==> config.mk <==
export PLATFORM = sky130hd
export DESIGN_NAME = rc_channel_decode_flat
export DESIGN_NICKNAME = d
export VERILOG_FILES = /design/src/rtl/rc_pkg.sv /design/src/rtl/rc_channel_decode_if.sv /design/src/rtl/rc_sample_shape.sv /design/src/rtl/rc_channel_decode.sv /design/src/flat_wrapper.sv
export SDC_FILE = /design/constraint.sdc
export NUM_CORES = 1
export LEC_CHECK = 0
export ABC_AREA = 0
export CAP_MARGIN = 40
export CORE_ASPECT_RATIO = 1.1
export CORE_MARGIN = 5
export CORE_UTILIZATION = 30
export CTS_CLUSTER_SIZE = 14
export DETAILED_ROUTE_END_ITERATION = 10
export PLACE_DENSITY_LB_ADDON = 0.1
export SLEW_MARGIN = 20
export SYNTH_ARGS = -nofsm -noshare
export SYNTH_HDL_FRONTEND = slang
export SYNTH_HIERARCHICAL = 1
export SYNTH_SLANG_ARGS = --single-unit
==> constraint.sdc <==
create_clock -name clk -period 5.11 [get_ports clk]
set_clock_uncertainty 0.1 [all_clocks]
set_input_delay 0.7665 -clock clk [delete_from_list [all_inputs] [get_ports clk]]
set_output_delay 0.7665 -clock clk [all_outputs]
set_load 0.03 [all_outputs]
==> src/rtl/rc_pkg.sv <==
// Shared constants, FSM state encoding and the averaging helper for the RC channel decoder.
package rc_pkg;

  localparam int CENTER   = 1500;
  localparam int MIN_LEN  = 900;
  localparam int MAX_LEN  = 2100;
  localparam int DEADBAND = 10;
  localparam int LIMIT    = 511;

  localparam int VAL_W = 10;
  localparam int SUM_W = 12;

  typedef enum logic [1:0] {
    ST_NOSIG  = 2'd0,
    ST_ACQ    = 2'd1,
    ST_LOCKED = 2'd2
  } rc_state_t;

  // Floor of the mean of four samples; arithmetic shift rounds toward minus infinity.
  function automatic logic signed [VAL_W-1:0] avg4(
    input logic signed [VAL_W-1:0] a,
    input logic signed [VAL_W-1:0] b,
    input logic signed [VAL_W-1:0] c,
    input logic signed [VAL_W-1:0] d
  );
    logic signed [SUM_W-1:0] sum;
    sum = SUM_W'(a) + SUM_W'(b) + SUM_W'(c) + SUM_W'(d);
    sum = sum >>> 2;
    return sum[VAL_W-1:0];
  endfunction

endpackage

==> src/rtl/rc_channel_decode_if.sv <==
// Pulse-measurement input and decoded-channel output bundle.
interface rc_channel_decode_if #(
  parameter int CNT_W = 17
);
  logic [CNT_W-1:0]   pulse_length;
  logic               pulse_ready;
  logic               pulse_stb;
  logic signed [9:0]  value;
  logic               value_stb;
  logic               failsafe;

  modport master (
    output pulse_length, pulse_ready, pulse_stb,
    input  value, value_stb, failsafe
  );

  modport slave (
    input  pulse_length, pulse_ready, pulse_stb,
    output value, value_stb, failsafe
  );
endinterface

==> src/rtl/rc_sample_shape.sv <==
// S1 stage: registers the range check together with the deadbanded, clamped offset from center.
module rc_sample_shape #(
  parameter int CNT_W    = 17,
  parameter int CENTER   = rc_pkg::CENTER,
  parameter int MIN_LEN  = rc_pkg::MIN_LEN,
  parameter int MAX_LEN  = rc_pkg::MAX_LEN,
  parameter int DEADBAND = rc_pkg::DEADBAND,
  parameter int LIMIT    = rc_pkg::LIMIT
) (
  input  logic                           clk,
  input  logic                           reset,
  input  logic [CNT_W-1:0]               pulse_length,
  input  logic                           pulse_ready,
  input  logic                           pulse_stb,
  output logic                           good,
  output logic                           bad,
  output logic signed [rc_pkg::VAL_W-1:0] sample
);
  import rc_pkg::*;

  localparam int D_W = CNT_W + 1;
  localparam logic signed [D_W-1:0] CENTER_D = D_W'(CENTER);
  localparam logic signed [D_W-1:0] DB_P     = D_W'(DEADBAND);
  localparam logic signed [D_W-1:0] DB_N     = D_W'(-DEADBAND);
  localparam logic signed [D_W-1:0] LIM_P    = D_W'(LIMIT);
  localparam logic signed [D_W-1:0] LIM_N    = D_W'(-LIMIT);
  localparam logic [CNT_W-1:0]      MIN_L    = CNT_W'(MIN_LEN);
  localparam logic [CNT_W-1:0]      MAX_L    = CNT_W'(MAX_LEN);

  logic signed [D_W-1:0]   d;
  logic                    in_range;
  logic signed [VAL_W-1:0] shaped;

  always_comb begin
    d        = $signed({1'b0, pulse_length}) - CENTER_D;
    in_range = (pulse_length >= MIN_L) && (pulse_length <= MAX_L);
    if (d > DB_N && d < DB_P)
      shaped = '0;
    else if (d > LIM_P)
      shaped = VAL_W'(LIMIT);
    else if (d < LIM_N)
      shaped = VAL_W'(-LIMIT);
    else
      shaped = d[VAL_W-1:0];
  end

  always_ff @(posedge clk) begin
    if (reset) begin
      good   <= 1'b0;
      bad    <= 1'b0;
      sample <= '0;
    end else begin
      good   <= pulse_stb & pulse_ready & in_range;
      bad    <= pulse_stb & ~(pulse_ready & in_range);
      sample <= shaped;
    end
  end

endmodule

==> src/rtl/rc_channel_decode.sv <==
// RC servo channel decoder: acquisition/lock FSM with failsafe and 4-sample output averaging.
module rc_channel_decode #(
  parameter int CNT_W     = 17,
  parameter int CENTER    = rc_pkg::CENTER,
  parameter int MIN_LEN   = rc_pkg::MIN_LEN,
  parameter int MAX_LEN   = rc_pkg::MAX_LEN,
  parameter int DEADBAND  = rc_pkg::DEADBAND,
  parameter int LIMIT     = rc_pkg::LIMIT,
  parameter int ACQ_COUNT = 3,
  parameter int TIMEOUT   = 2500000
) (
  input  logic                 clk,
  input  logic                 reset,
  rc_channel_decode_if.slave   bus
);
  import rc_pkg::*;

  // state     | meaning
  // ST_NOSIG  | no valid signal, failsafe asserted
  // ST_ACQ    | counting consecutive good pulses toward lock
  // ST_LOCKED | tracking; value updated per good pulse

  localparam int TMO_W = $clog2(TIMEOUT + 1);
  localparam int ACQ_W = $clog2(ACQ_COUNT + 1);

  rc_state_t               state;
  logic [ACQ_W-1:0]        acq_cnt;
  logic [1:0]              bad_cnt;
  logic [TMO_W-1:0]        tmo_cnt;
  logic                    timeout;
  logic                    lock_now;
  logic                    s1_good;
  logic                    s1_bad;
  logic signed [VAL_W-1:0] s1_sample;
  logic signed [VAL_W-1:0] hist [0:3];
  logic signed [VAL_W-1:0] value_r;
  logic                    value_stb_r;
  logic                    failsafe_r;

  rc_sample_shape #(
    .CNT_W   (CNT_W),
    .CENTER  (CENTER),
    .MIN_LEN (MIN_LEN),
    .MAX_LEN (MAX_LEN),
    .DEADBAND(DEADBAND),
    .LIMIT   (LIMIT)
  ) u_shape (
    .clk         (clk),
    .reset       (reset),
    .pulse_length(bus.pulse_length),
    .pulse_ready (bus.pulse_ready),
    .pulse_stb   (bus.pulse_stb),
    .good        (s1_good),
    .bad         (s1_bad),
    .sample      (s1_sample)
  );

  assign timeout  = (tmo_cnt == TMO_W'(TIMEOUT));
  assign lock_now = s1_good &&
                    (((state == ST_NOSIG) && (ACQ_COUNT == 1)) ||
                     ((state == ST_ACQ) && (acq_cnt + ACQ_W'(1) == ACQ_W'(ACQ_COUNT))));

  assign bus.value     = value_r;
  assign bus.value_stb = value_stb_r;
  assign bus.failsafe  = failsafe_r;

  always_ff @(posedge clk) begin
    if (reset) begin
      state       <= ST_NOSIG;
      acq_cnt     <= '0;
      bad_cnt     <= '0;
      tmo_cnt     <= '0;
      value_r     <= '0;
      value_stb_r <= 1'b0;
      failsafe_r  <= 1'b1;
      for (int i = 0; i < 4; i++) hist[i] <= '0;
    end else begin
      value_stb_r <= 1'b0;

      // A good sample beats a coincident timeout: the clear here and the FSM below both favour it.
      if (s1_good)
        tmo_cnt <= '0;
      else if (!timeout)
        tmo_cnt <= tmo_cnt + TMO_W'(1);

      if (lock_now) begin
        state       <= ST_LOCKED;
        failsafe_r  <= 1'b0;
        acq_cnt     <= '0;
        bad_cnt     <= '0;
        for (int i = 0; i < 4; i++) hist[i] <= s1_sample;
        value_r     <= s1_sample;
        value_stb_r <= 1'b1;
      end else begin
        case (state)
          ST_NOSIG: begin
            if (s1_good) begin
              state   <= ST_ACQ;
              acq_cnt <= ACQ_W'(1);
            end
          end
          ST_ACQ: begin
            if (s1_good) begin
              acq_cnt <= acq_cnt + ACQ_W'(1);
            end else if (s1_bad || timeout) begin
              state   <= ST_NOSIG;
              acq_cnt <= '0;
            end
          end
          ST_LOCKED: begin
            if (s1_good) begin
              bad_cnt     <= '0;
              hist[0]     <= s1_sample;
              hist[1]     <= hist[0];
              hist[2]     <= hist[1];
              hist[3]     <= hist[2];
              value_r     <= avg4(s1_sample, hist[0], hist[1], hist[2]);
              value_stb_r <= 1'b1;
            end else if ((s1_bad && bad_cnt == 2'd2) || timeout) begin
              state       <= ST_NOSIG;
              failsafe_r  <= 1'b1;
              bad_cnt     <= '0;
              for (int i = 0; i < 4; i++) hist[i] <= '0;
              value_r     <= '0;
              value_stb_r <= 1'b1;
            end else if (s1_bad) begin
              bad_cnt <= bad_cnt + 2'd1;
            end
          end
          default: begin
            state      <= ST_NOSIG;
            failsafe_r <= 1'b1;
          end
        endcase
      end
    end
  end

endmodule

==> src/flat_wrapper.sv <==
// flat-port wrapper written by rule: the top's interface ports become plain ports
module rc_channel_decode_flat import rc_pkg::*;
#(
  parameter int CNT_W     = 17,
  parameter int CENTER    = rc_pkg::CENTER,
  parameter int MIN_LEN   = rc_pkg::MIN_LEN,
  parameter int MAX_LEN   = rc_pkg::MAX_LEN,
  parameter int DEADBAND  = rc_pkg::DEADBAND,
  parameter int LIMIT     = rc_pkg::LIMIT,
  parameter int ACQ_COUNT = 3,
  parameter int TIMEOUT   = 2500000
)
  (clk, reset, bus_pulse_length, bus_pulse_ready, bus_pulse_stb, bus_value, bus_value_stb, bus_failsafe);
  rc_channel_decode_if #(.CNT_W(CNT_W)) bus_i ();
  input  logic clk;
  input  logic reset;
  input wire logic [$bits(bus_i.pulse_length)-1:0] bus_pulse_length;
  input wire logic [$bits(bus_i.pulse_ready)-1:0] bus_pulse_ready;
  input wire logic [$bits(bus_i.pulse_stb)-1:0] bus_pulse_stb;
  output wire logic [$bits(bus_i.value)-1:0] bus_value;
  output wire logic [$bits(bus_i.value_stb)-1:0] bus_value_stb;
  output wire logic [$bits(bus_i.failsafe)-1:0] bus_failsafe;
  assign bus_i.pulse_length = bus_pulse_length;
  assign bus_i.pulse_ready = bus_pulse_ready;
  assign bus_i.pulse_stb = bus_pulse_stb;
  assign bus_value = bus_i.value;
  assign bus_value_stb = bus_i.value_stb;
  assign bus_failsafe = bus_i.failsafe;
  rc_channel_decode #(.CNT_W(CNT_W), .CENTER(CENTER), .MIN_LEN(MIN_LEN), .MAX_LEN(MAX_LEN), .DEADBAND(DEADBAND), .LIMIT(LIMIT), .ACQ_COUNT(ACQ_COUNT), .TIMEOUT(TIMEOUT)) u_core (.clk(clk), .reset(reset), .bus(bus_i));
endmodule
# Word level (Yosys, flattened, before mapping)
# Memory sizes are Yosys's and may differ from the RTL's.
# Index checks and enable logic that the tools add are counted.
[totals] regBits=52 ram_bits=40 out_inout_bits=12 elab_cells=136 mem_count=1
[mem_list] memory="u_core.hist" words=4 word_bits=10 rd=3 rd_clocked_by_memory_dff=0 write_ports=4 line="rc_channel_decode.sv:35" text="logic signed [VAL_W-1:0] hist [0:3];"
[classes] addsub=7 magnitude_cmp=6 n_eq_ne=17 mux=53 n_bitwise=17 n_reduce_logical=23
[op_table] op="$mux W10" count=17
[op_table] op="$add A22 B1 Y22 const B" count=1
[op_table] op="$eq A22 B22 Y1 const B" count=1
[op_table] op="$mux W1" count=22
[op_table] op="$mux W2" count=10
[op_table] op="$gt A18 B10 Y1 const B" count=1
[op_table] op="$gt A18 B5 Y1 const B" count=1
[op_table] op="$lt A18 B10 Y1 const B" count=1
[op_table] op="$lt A18 B5 Y1 const B" count=1
[op_table] op="$sub A17 B11 Y18 const B" count=1
[op_table] op="$ge A17 B10 Y1 const B" count=1
[op_table] op="$le A17 B12 Y1 const B" count=1
[op_table] op="$add A11 B10 Y12" count=1
[op_table] op="$add A12 B10 Y12" count=1
[op_table] op="$ne A3 B2 Y1 const B" count=4
[op_table] op="$or A1 B1 Y1" count=12
[op_table] op="$add A10 B10 Y11" count=1
[op_table] op="$reduce_and A5 Y1" count=2
[op_table] op="$mux W9" count=1
[op_table] op="$ne A2 B2 Y1 const B" count=4
[op_table] op="$reduce_or A2 Y1" count=4
[op_table] op="$eq A2 B2 Y1 const B" count=3
[op_table] op="$pmux W2 S3" count=1
[op_table] op="$reduce_and A3 Y1" count=2
[op_table] op="other kinds (16)" count=29

# Depth between registers and ports, before layout
[depth] ltp_word=10 ltp_mapped=11 depth_no_buf=11

# Modules after synthesis
# Netlist, hierarchy kept.
[modules_own_cells] module="rc_channel_decode" n_inst=1 cells_per_inst=450 area_per_inst_um2=4190.3
[modules_own_cells] module="rc_sample_shape" n_inst=1 cells_per_inst=146 area_per_inst_um2=1199.9

# Worst setup path after synthesis
# OpenSTA, ideal clock, no wires.
[synth_timing] path_kind="register to register" from="register u_core/u_shape/sample[2] in the netlist's numbering" to="register u_core.value_r[9] (netlist: u_core/bus.value[9])" setup_ns=0.131 arrival_time_ns=3.138 path_slack_ns=1.741 path_stages_with_launch=12 path_buffers=0 path_cell_list="dfxtp_1 > inv_1 > fa_1 > fa_1 > inv_1 > fa_1 > a211o_1 > a21o_1 > a221oi_1 > xnor2_1 > a221oi_2 > nor3_1"
[synth_via] elab_chain_len=6
[synth_lines] element="start: declaration" line="rc_sample_shape.sv:17" text="output logic signed [rc_pkg::VAL_W-1:0] sample"
[synth_lines] element="start signal: assignment" line="rc_sample_shape.sv:55" text="sample <= shaped;"
[synth_lines] element="$add A10 B10 Y11" line="rc_pkg.sv:27" text="sum = SUM_W'(a) + SUM_W'(b) + SUM_W'(c) + SUM_W'(d);"
[synth_lines] element="$add A11 B10 Y12" line="rc_pkg.sv:27"
[synth_lines] element="$add A12 B10 Y12" line="rc_pkg.sv:27"
[synth_lines] element="$mux W10" line="rc_channel_decode.sv:111" text="if (s1_good) begin"
[synth_lines] element="$mux W10" line="rc_channel_decode.sv:95" text="case (state)"
[synth_lines] element="$mux W10" line="rc_channel_decode.sv:86" text="if (lock_now) begin"
[synth_lines] element="end signal: assignment" line="rc_channel_decode.sv:92" text="value_r <= s1_sample;"
[synth_lines] element="end signal: assignment" line="rc_channel_decode.sv:117" text="value_r <= avg4(s1_sample, hist[0], hist[1], hist[2]);"
[synth_lines] element="end: declaration" line="rc_channel_decode.sv:36" text="logic signed [VAL_W-1:0] value_r;"
# Every way passes these cells. The select of a mux whose other input is x is not followed.
# A chain may end at the register's enable or synchronous reset.

# Worst setup path in the final report
# Ends and elaborated chain as after synthesis.

==> results.md <==
| Result | This run |
|:---|:---|
| Number of flops mapped to enable cells by yosys | 0 |
| Number of synthesized register bits | 82 |
| Worst hold slack after final layout | 0.369 ns |
| Net switching power | 467 uW |
| Total instance count after detailed placement | 842 |
| Vias per std cell | 4.97 |
| Initial core utilization | 30.5% |
| I/O pin cnt | 33 |
| Pre-CTS setup slack | 1.47 ns |
| DRC violations left | 0 |
| Type of the tightest min-delay check | flop to flop |
| Post-synthesis cell area | 5390 um2 |
| Leakage power | 0.00233 uW |
| Total wire length | 12.5 mm |
| Proportion of layout cells with a drive suffix above 1 | 12.7% |
| Required time reported for the critical path endpoint | 5.22 ns |
| Remaining max-slew budget at the tightest pin | 46.3% |
| Type of the setup path with the least slack | flop to flop |
| Critical Path Source Type | flop |
| Clk sink count | 82 |
| Max-cap violations | 0 |
| Min Tclk post-route | 3.63 ns |
| Most common cell in the netlist | sky130_fd_sc_hd__dfxtp_1 |
| Cell variety after synth | 75 |
| Number of buffers inserted by port buffering | 32 |
| Category of the worst setup path capture point | flop |
| Most instantiated flip-flop cell in the synthesis netlist | sky130_fd_sc_hd__dfxtp_1 |
| Library cell with the largest summed area after synthesis | sky130_fd_sc_hd__dfxtp_1 |
| Synth cell count leaders | sky130_fd_sc_hd__dfxtp_1, sky130_fd_sc_hd__nor2_1, sky130_fd_sc_hd__inv_1, sky130_fd_sc_hd__nand2_1 |
| DR WL/cell | 14.6 um |
| Number of DRC violations after detailed-routing iteration 0 | 251 |
| Clock latency on the worst-skew pair | 0.33 ns |
| Fin. max-slew vios | 0 |
| Wire length of the first global-routing pass | 21.3 mm |
| Peak clock frequency supported by timing | 275 MHz |
| Antenna violations before repair | 0 |
| Overall overflow remaining after global route | 0 |
| Share of total power in the clock network | 37.7% |
| Clock tree from TritonCTS | yes |
| Remaining antenna violation count after routing | 0 |
| Average footprint of a synthesized cell | 9.04 um2 |
| Arr. time, crit path | 3.74 ns |
| Global placement routability congestion | 0.782 |
| Top cells by area in the synthesized netlist | sky130_fd_sc_hd__dfxtp_1, sky130_fd_sc_hd__fa_1, sky130_fd_sc_hd__nor2_1 |
| Count of H-tree levels built during CTS | 3 |
| Number of buffers created by CTS | 9 |
| Filler-free cell count of the finished design | 858 |
| Vertical die dimension | 151 um |
| Via count of the first global-routing pass | 4186 |
| Power per cell area | 263 nW/um2 |
| Status | complete, no violations |
| Post-Route Setup TNS | 0 ns |
| Chip Width | 138 um |
| HPWL after detailed placement | 9.36 mm |
| Clock Path Buffers | 2 |
| Full die area | 20800 um2 |
| Fraction of the core area covered by cells at the end of the flow | 35.0% |
| Overall routing resource usage | 12.8% |
| R2r setup slk | 1.48 ns |
| Share of the yosys chip area belonging to registers | 30.5% |
| Number of vias in the routed layout | 4265 |
| Area Overhead vs Synth | 14.8% |
| Switching part of the total power | 28.7% |
| Combinational power share | 20.6% |
| Final number of hold-violating endpoints | 0 |
| Hold-fix buffers at CTS | 0 |
| Tightest Pin Transition | 0.800 ns |
| Crit-path max FO | 5 |
| Design internal power | 1160 uW |
| Fraction of the cycle the final worst path needs | 71.0% |
| Worst IR drop on VDD | 120 uV |
| Clock slew at reported path FFs | 0.06 ns |
| Unrepaired setup endpoints after global routing | false |
| CTS Root Buffer Type | sky130_fd_sc_hd__clkbuf_16 |
| Area of the placeable core | 17700 um2 |
| Synthesis Warnings | 6 |
| Total Nets Final | 675 |
| Number of placement rows | 51 |
| Async set or reset register ratio after synthesis | 0% |
| Number of buffers added for setup after CTS | 0 |
| Inserted Diodes | 0 |
| Number of detailed-route iterations in the first pass | 4 |
| Gate Count Post-Synth | 596 |
| Post-synthesis net count | 656 |
| Maximum number of pins on one net before global-route repair | 31 |
| Fraction of synthesized cell area taken by the top area cell type | 30.5% |
| Count of final setup violators | 0 |
| Sequential fraction of design power | 41.6% |
| Worst Setup Slack, final | 1.48 ns |
| Number of gates resized after CTS | 0 |
## path summary, 6_finish.rpt
check	start	end	depth (start not counted)
setup reg to reg	u_core/u_shape/sample[2]	u_core/bus.value[9]	11
hold reg to reg	u_core/acq_cnt[0]	u_core/acq_cnt[0]	1
hold / removal	u_core/acq_cnt[0]	u_core/acq_cnt[0]	1
setup / recovery	u_core/u_shape/sample[2]	u_core/bus.value[9]	11
## registers in the layout, summed over array words and instances (netlist names), 2 cells and up
name and flops:
u_core/hist 30, u_core/u_shape/sample 10, u_core/bad_cnt 2, u_core/bus.value 10, u_core/acq_cnt 2, u_core/state 2, u_core/tmo_cnt 22
## power groups by stage
stage	sequential [uW]	clock, uW	combinational (uW)
4_1_cts	677	640	337
6_report	677	613	335
2_1_floorplan	687	0	258
3_3_place_gp	691	0	335
3_5_place_dp	691	0	334
5_1_grt	679	666	378
## cell type report
cell class                      instances  area, um2
Inverter                               65        244
Multi-Input combinational cell        417       3310
Clock buffer                           12        256
Tap cell                              238        298
Clock inverter                          4       26.3
Timing Repair Buffer                   40        408
Sequential cell                        82       1640
Fill cell                            1842      11500
## through the flow
stage | total power, uW | instance area, um2
finish | 1630 | 6190
global route | 1720 | 6190
CTS | 1650 | 6190
detailed placement | 1020 | 5900
global placement | 1030 | 5860
floorplan | 945 | 5390
## cell usage in the layout, fill, tap and decap left out, drive strengths merged, types with 4 or more instances in the layout
cell,netlist,final
dfxtp,82,82
nor2,68,68
inv,65,65
nand2,34,34
clkdlybuf4s50,0,32
a221oi,29,29
a21oi,28,28
a211oi,24,24
nor3,21,21
fa,21,21
xor2,20,20
ha,18,18
xnor2,16,16
nand4,14,14
clkbuf,9,12
a22oi,11,11
nand3,10,10
o21ai,8,8
buf,23,8
nor2b,6,6
nor3b,5,5
or2,5,5
nand2b,4,4
or3,4,4
a21o,4,4
o21bai,4,4
o22ai,4,4
nand3b,4,4
a31oi,4,4
nor4b,4,4
nor4,4,4
## per-layer routing
| layer | routed length [um] | global-route usage [%] | up-vias | part of all wire [%] |
|---|---|---|---|---|
| met4 | 222 | 4.40 | 0 | 1.8 |
| met5 | 0 | 0 | - | 0 |
| met2 | 5470 | 19.4 | 74 | 44 |
| met3 | 422 | 1.87 | 16 | 3.4 |
| li1 | - | - | 2153 | - |
| met1 | 6420 | 18.5 | 2022 | 51 |
## critical path, cell delays in order, from the launching register on
cell and delay [ns]:
sky130_fd_sc_hd__dfxtp_1 0.43, sky130_fd_sc_hd__inv_1 0.11, sky130_fd_sc_hd__fa_1 0.50, sky130_fd_sc_hd__fa_1 0.51, sky130_fd_sc_hd__inv_1 0.07, sky130_fd_sc_hd__fa_1 0.47, sky130_fd_sc_hd__a211o_1 0.34, sky130_fd_sc_hd__a21o_1 0.24
sky130_fd_sc_hd__a221oi_1 0.31, sky130_fd_sc_hd__xnor2_1 0.13, sky130_fd_sc_hd__a221oi_2 0.22, sky130_fd_sc_hd__nor3_1 0.07
## kinds of logic after synthesis
group | Yosys count | share of synthesized area (%)
XOR/XNOR | 36 | 5.85
AO/OA/AOI/OAI | 142 | 23.3
buffers and inverters | 97 | 8.19
flip-flops | 82 | 30.5
AND/OR/NAND/NOR | 196 | 19.4
multiplexers | 4 | 0.766
adder cells (fa/ha/maj) | 39 | 12.0
Power figures use the tool's default switching activity.
